$ cat src/rtl/alu_mult_seq.sv
// Sequential unsigned shift-and-add multiplier that drives an external
// combinational ALU one operation per cycle and returns an N x N -> 2N product.
module alu_mult_seq #(
  parameter int unsigned N = 16
) (
  input  logic         i_clk,
  input  logic         i_rst_n,
  input  logic         i_start,
  input  logic [N-1:0] i_op_a,
  input  logic [N-1:0] i_op_b,
  output logic         o_busy,
  output logic         o_done,
  output logic [N-1:0] o_prod_hi,
  output logic [N-1:0] o_prod_lo,
  output logic [N-1:0] o_alu_a,
  output logic [N-1:0] o_alu_b,
  output logic [2:0]   o_alu_ctrl,
  input  logic [N-1:0] i_alu_q,
  input  logic         i_alu_mayor,
  input  logic         i_alu_paridad
);

  localparam int unsigned CNT_W = (N > 1) ? $clog2(N) : 1;

  localparam logic [2:0] ALU_SUMA    = 3'b000;
  localparam logic [2:0] ALU_SHIFT_D = 3'b001;
  localparam logic [2:0] ALU_PASAR_B = 3'b100;

  typedef enum logic [2:0] {
    IDLE  = 3'd0,
    TEST  = 3'd1,
    ADD   = 3'd2,
    SHIFT = 3'd3,
    DONE  = 3'd4
  } state_t;

  state_t           state;
  logic [N-1:0]     m;
  logic [N-1:0]     mq;
  logic [N-1:0]     acc;
  logic             c;
  logic [CNT_W-1:0] cnt;

  logic [N-1:0]     acc_shift;
  logic [N-1:0]     mq_shift;

  // Shifted {C,ACC,MQ} as written on a SHIFT edge; the ALU supplies ACC>>1.
  always_comb begin
    acc_shift = {c, i_alu_q[N-2:0]};
    mq_shift  = {acc[0], mq[N-1:1]};
  end

  // ALU operation selected purely by the current state.
  always_comb begin
    o_alu_ctrl = ALU_PASAR_B;
    o_alu_a    = '0;
    o_alu_b    = '0;
    case (state)
      TEST: begin
        o_alu_ctrl = ALU_PASAR_B;
        o_alu_b    = mq;
      end
      ADD: begin
        o_alu_ctrl = ALU_SUMA;
        o_alu_a    = acc;
        o_alu_b    = m;
      end
      SHIFT: begin
        o_alu_ctrl = ALU_SHIFT_D;
        o_alu_a    = acc;
      end
      default: begin
        o_alu_ctrl = ALU_PASAR_B;
      end
    endcase
  end

  // Control FSM, datapath registers and registered handshake/product outputs.
  always_ff @(posedge i_clk or negedge i_rst_n) begin
    if (!i_rst_n) begin
      state     <= IDLE;
      m         <= '0;
      mq        <= '0;
      acc       <= '0;
      c         <= 1'b0;
      cnt       <= '0;
      o_busy    <= 1'b0;
      o_done    <= 1'b0;
      o_prod_hi <= '0;
      o_prod_lo <= '0;
    end else begin
      case (state)
        IDLE: begin
          o_done <= 1'b0;
          if (i_start) begin
            m      <= i_op_a;
            mq     <= i_op_b;
            acc    <= '0;
            c      <= 1'b0;
            cnt    <= '0;
            o_busy <= 1'b1;
            state  <= TEST;
          end
        end
        TEST: begin
          state <= i_alu_paridad ? ADD : SHIFT;
        end
        ADD: begin
          acc   <= i_alu_q;
          c     <= i_alu_mayor;
          state <= SHIFT;
        end
        SHIFT: begin
          acc <= acc_shift;
          mq  <= mq_shift;
          c   <= 1'b0;
          if (cnt == CNT_W'(N - 1)) begin
            o_prod_hi <= acc_shift;
            o_prod_lo <= mq_shift;
            o_busy    <= 1'b0;
            o_done    <= 1'b1;
            state     <= DONE;
          end else begin
            cnt   <= cnt + CNT_W'(1);
            state <= TEST;
          end
        end
        DONE: begin
          o_done <= 1'b0;
          state  <= IDLE;
        end
        default: begin
          o_busy <= 1'b0;
          o_done <= 1'b0;
          state  <= IDLE;
        end
      endcase
    end
  end

endmodule

$ cat config.mk
export PLATFORM = sky130hd
export DESIGN_NAME = alu_mult_seq
export DESIGN_NICKNAME = d
export VERILOG_FILES = /design/src/rtl/alu_mult_seq.sv
export SDC_FILE = /design/constraint.sdc
export NUM_CORES = 1
export LEC_CHECK = 0
export BUFFER_PORTS_ARGS = -buffer_cell sky130_fd_sc_hd__buf_2
export CAP_MARGIN = 20
export CORE_MARGIN = 4
export CORE_UTILIZATION = 43
export CTS_BUF_LIST = sky130_fd_sc_hd__clkbuf_8
export CTS_CLUSTER_DIAMETER = 200
export DETAILED_ROUTE_END_ITERATION = 12
export PLACE_DENSITY = 0.69
export SKIP_CTS_REPAIR_TIMING = 1
export SLEW_MARGIN = 20
export SYNTH_ARGS = -nofsm -noshare
export SYNTH_HDL_FRONTEND = slang
export SYNTH_SLANG_ARGS = --single-unit
$ cat constraint.sdc
create_clock -name i_clk -period 2.2 [get_ports i_clk]
set_input_delay 0 -clock i_clk [delete_from_list [all_inputs] [get_ports i_clk]]
set_output_delay 0 -clock i_clk [all_outputs]
set_load 0.005 [all_outputs]
Word level (Yosys, flattened, before mapping)
Cells that the tools add are included.

Add/sub/neg operators: 1. Equal/unequal tests: 8. Reductions and logical operators: 13. Shift-type cells: 0. Multipliers: 0. Div/mod/pow operators: 0. $lt $le $gt $ge: 0. Multiplexer cells: 21. Bitwise operators: 2.

Operator list (count): $pmux 16 s2 (2); $mux 16 (3); $pmux 16 s3 (1); $pmux 3 s4 (1); $reduce_and 2->1 (5); $mux 4 (2); $pmux 4 s2 (1); $eq 3x2->1 const B (2); $mux 3 (2); $ne 2x2->1 const B (3); $pmux 1 s3 (2); $pmux 3 s2 (1); $reduce_and 3->1 (2); $mux 1 (5); $add 4x1->4 const B (1); $eq 4x4->1 const B (1); $reduce_or 2->1 (2); $eq 3x1->1 const B (1); $eq 3x3->1 const B (1); $logic_not 3->1 (1); $reduce_bool 3->1 (1); $reduce_or 3->1 (1); $not 1->1 (2); $pmux 1 s2 (1); $reduce_bool 2->1 (1).

Register bits: 90. Output and inout port bits: 69. Latch bits: 0. RAM bits: 0. ROM bits: 0. Memories kept: 0.

Logic depth before layout (Yosys ltp)
Depth after elaboration: 4. Depth in mapped cells: 8. Mapped depth without buffers: 5.

Worst setup path before layout
OpenSTA, ideal clock, no wires.

Path type: reg2reg. Start point: register state[2]. End point: register o_prod_hi[0]. Stages on the path, launching flop included: 8. Required time: 2.075 ns. Library setup time: 0.125 ns. Path slack: 0.624 ns. Data arrival time: 1.451 ns. Path through: dfrtp_1 -> buf_2 -> nor2b_2 -> buf_4 -> inv_2 -> nor2_4 -> buf_6 -> mux2_2.

Cells in the longest elaborated chain, start to end: 2.

RTL lines: start: declaration (RTL line 37) `state_t state;`; start signal: assignment (RTL line 106) `state <= i_alu_paridad ? ADD : SHIFT;`; $eq 3x2->1 (RTL line 92) `case (state)`; $reduce_and 2->1 (no line); end signal: assignment (RTL line 118) `o_prod_hi <= acc_shift;`; end: declaration (RTL line 13) `output logic [N-1:0] o_prod_hi,`.

No other way between the ends. A chain may end at the register's enable or synchronous reset.

Worst setup path in the final report
Start point: register state[1]. End point: output o_alu_b[15].

Cells in the longest elaborated chain, start to end: 2.

RTL lines: $eq 3x2->1 / $eq 3x1->1 (equally long branches) (RTL line 58) `case (state)`; $pmux 16 s2 * (RTL line 58); end: declaration (RTL line 16) `output logic [N-1:0] o_alu_b,`.

Mark *: on every way between the ends. The rest lies on a longest branch, timed or not.

==> summary.txt <==
Status
  • Outcome: finished with violations
  • Failing checks: hold timing

Synthesis
  • Register area share after synthesis: 56.4%
  • Mux contribution to synthesized area: 9.52%
  • Post-Synth Adder-Cell Area: 0.313%
  • Number of synthesized register bits: 90
  • Syn nets: 435
  • Post-Synth XOR/XNOR Area: 0.219%
  • Netlist cell types: 36
  • Synth Area per Inst: 10.5 um^2
  • Simple-Gate Fraction of Synth Area: 20.3%
  • Largest family of logic cells by synthesized area: simple AND/OR/NAND/NOR gates
  • Mapped Cells: 381
  • Synthesized cell area: 4000 um^2
  • Syn. warnings: 0
  • Compound-Gate Fraction of Synth Area: 7.83%

Critical path
  • CP Buf/Inv Count: 3
  • R2R setup slack: 300 ps
  • Delay-heaviest family, CP: buffers and inverters
  • Max incr delay on CP: 530 ps
  • CP Max Fanout: 21
  • WS Path Type: register to primary output
  • Slowest cell on crit path: dfrtp_1
  • Startpoint types: register
  • Reg2Reg Capture Point: o_prod_hi[14]$_DFFE_PN0P_
  • Arr. time, crit path: 2030 ps
  • Critical path, cell by cell: nor2b_2, inv_2, nor2_2, buf_4, a22o_1, buf_2
  • Critical Path RT: 2200 ps
  • R2R Path Start: state[1]$_DFFE_PN0P_
  • Worst setup EP type: primary output
  • Reg2reg path depth: 5

CTS
  • TritonCTS clock tree: built
  • Clock buffer count from CTS: 9
  • H-Tree Depth: 3
  • Clock Pin Slew Worst Setup and Hold Paths: 90 ps
  • Clock Sinks: 90
  • Root Buffer: clkbuf_8
  • Clock latency at the later pin of the worst-skew pair: 350 ps
  • Max clock buf depth: 2

Global route
  • Vias in the first global route: 3208
  • Total global-route track usage: 18.3%
  • Grt total ovfl: 0
  • Pin count of the biggest net entering global routing: 48
  • Initial antenna violation count: 0
  • First-pass GRT wire length: 16300 um

Layout
  • Post-layout nets: 602
  • Commonest non-fill, non-tap cells in the layout: buf_2 (119), nand2_1 (116), dfrtp_1 (90), dlygate4sd3_1 (50), mux2_2 (32)
  • Most common cell after layout, fill and taps aside: buf_2
  • Fraction of layout instances using a drive strength above 1: 34.2%
  • ANT cells: 0
  • # fillers: 740
  • Final Util: 60.2%
  • Final instance area: 5350 um^2
  • Area Overhead vs Synth: 34.0%

Floorplan
  • Die Y: 104 um
  • Core Region: 8890 um^2
  • Row cnt: 34
  • I/O pins: 122
  • Initial Util: 44.9%
  • Die Wd: 104 um
  • Area of the die: 10900 um^2

Route
  • Initial DRC count: 167
  • DRC: 0
  • Post-route ant nets: 0
  • WL final: 10300 um
  • Drt wl/cell: 15.6 um
  • Via-per-instance ratio: 5.01
  • DR pass1 iterations: 4
  • Via count: 3311

Worst hold path
  • Worst hold start: i_alu_paridad
  • HP Class: input port to register
  • Hold Crit Depth: 4
  • Hold Path Sink: state[0]$_DFFE_PN0P_

STA
  • Rel. slew slack: 60.2%
  • Final Hold Fails: 1
  • FMAX: 494 MHz
  • Max Transition Viols Final: 0
  • Final Worst Setup Slack: 174 ps
  • Slew @ Worst Pin: 597 ps
  • Clock Skews: 6.88 ps
  • Hold_ws: -2.74 ps
  • Tmin final: 2030 ps
  • Final setup violation count: 0
  • Period utilization: 92.1%
  • Setup TNS: 0 ps
  • RSZ-0062 raised after global routing: no

Power
  • Max VDD drop: 0.000481 V
  • Lkg Pwr: 0.00286 uW
  • Power share of the clock group: 17.8%
  • Pwr Total: 6620 uW
  • P_int: 4190 uW
  • Switching Power: 2430 uW
  • PwrDens: 1240 nW/um^2
  • Flop pwr share: 42.1%
  • Sw frac: 36.7%
  • Gate power share: 40.2%

Place
  • Cell Area, Placed: 4640 um^2
  • Final GP Congestion: 0.773
  • DP HPWL: 6750 um
  • Pre-CTS setup slack: 342 ps
  • PortBufs: 120

Flow run
  • MaxCap Viol Count: 0
## sequential cells by signal (all words and copies together), names as in the netlist
signal,count
o_prod_hi,16
o_done,1
cnt,4
state,3
mq,16
m,16
c,1
acc,16
o_prod_lo,16
o_busy,1
## cell families (layout without fill, tap and decap cells)
kind of cell / after synthesis / count (layout)
AND/OR/NAND/NOR: 180 / 180
flip-flops: 90 / 90
AO/OA/AOI/OAI: 44 / 44
multiplexers: 34 / 34
buffers and inverters: 30 / 202
adder cells (fa/ha/maj): 1 / 1
other: 1 / 1
XOR/XNOR: 1 / 1
## power by group through the flow
stage	sequential, uW	clock (uW)	combinational [uW]
after CTS	2790	1220	2610
after floorplan	2690	0	1730
final	2790	1180	2660
after global placement	2780	0	2520
after global routing	2890	1290	2990
after detailed placement	2810	0	2600
## metrics by stage
stage | instances | hold slack (ps)
floorplan | 381 | -296
global placement | 595 | 42.2
detailed placement | 595 | 47.6
CTS | 611 | -353
global route | 661 | 53.2
finish | 661 | -2.74
## worst register-to-register path, delay by kind of cell, from the launching register on
kind	cells	cell delay, ps
buffers and inverters	2	470
DFF	1	530
muxes	1	380
and+or+nand+nor	2	410
## cell usage after synthesis
library cell	number	area (um^2)
or4b_4	1	13.8
a22o_1	16	140
nand3_1	17	85.1
conb_1	1	3.75
or2_2	1	6.26
dfrtp_1	90	2250
and2_1	16	100
nor3b_2	1	12.5
buf_2	7	35.0
nor3_1	1	5.00
inv_1	2	7.51
o22ai_1	2	12.5
nor2_4	1	11.3
a31oi_1	16	100
and4b_1	1	10.0
nor2b_2	1	8.76
nor2_1	19	71.3
ha_1	1	12.5
mux2_2	32	360
buf_4	5	37.5
o21ai_0	1	5.00
buf_6	10	113
mux2i_1	2	20.0
and4_1	1	8.76
nor4b_4	1	23.8
a32o_1	1	10.0
nand4_1	2	12.5
a211oi_1	1	7.51
xor2_1	1	8.76
nor2_2	1	6.26
o21ai_1	2	10.0
a21oi_1	4	20.0
clkbuf_1	5	18.8
inv_2	1	3.75
o21a_1	1	7.51
nand2_1	116	435
## cell type report
type	count	area, um^2	area share (%)
well taps	108	135	2.52
repair buffers	183	1210	22.7
flip-flops and latches	90	2250	42.1
multi-input cells	261	1530	28.6
clock buffers	11	151	2.83
clock inverters	5	61.3	1.15
inverters	3	11.3	0.210
## worst max path at each step
| stage | cells after the start | end | start |
|---|---|---|---|
| 2_1_floorplan | 7 | o_prod_hi[0]$_DFFE_PN0P_ | state[2]$_DFFE_PN0P_ |
| 3_3_place_gp | 5 | o_prod_hi[15]$_DFFE_PN0P_ | state[1]$_DFFE_PN0P_ |
| 4_1_cts | 6 | o_alu_b[0] | state[1]$_DFFE_PN0P_ |
| 3_5_place_dp | 5 | o_prod_hi[11]$_DFFE_PN0P_ | state[1]$_DFFE_PN0P_ |
| 6_report | 6 | o_alu_b[15] | state[1]$_DFFE_PN0P_ |
| 5_1_grt | 6 | o_alu_b[15] | state[1]$_DFFE_PN0P_ |
## routing by layer
metal  GRT usage, %  vias to the layer above  routed length, um
li1               -                     1611                  -
met2           28.1                      109               4830
met5              0                        -                  0
met3           6.02                       12                728
met4           5.13                        0                135
met1           24.9                     1579               4590
No activity file was read; power rests on OpenSTA's default activity.
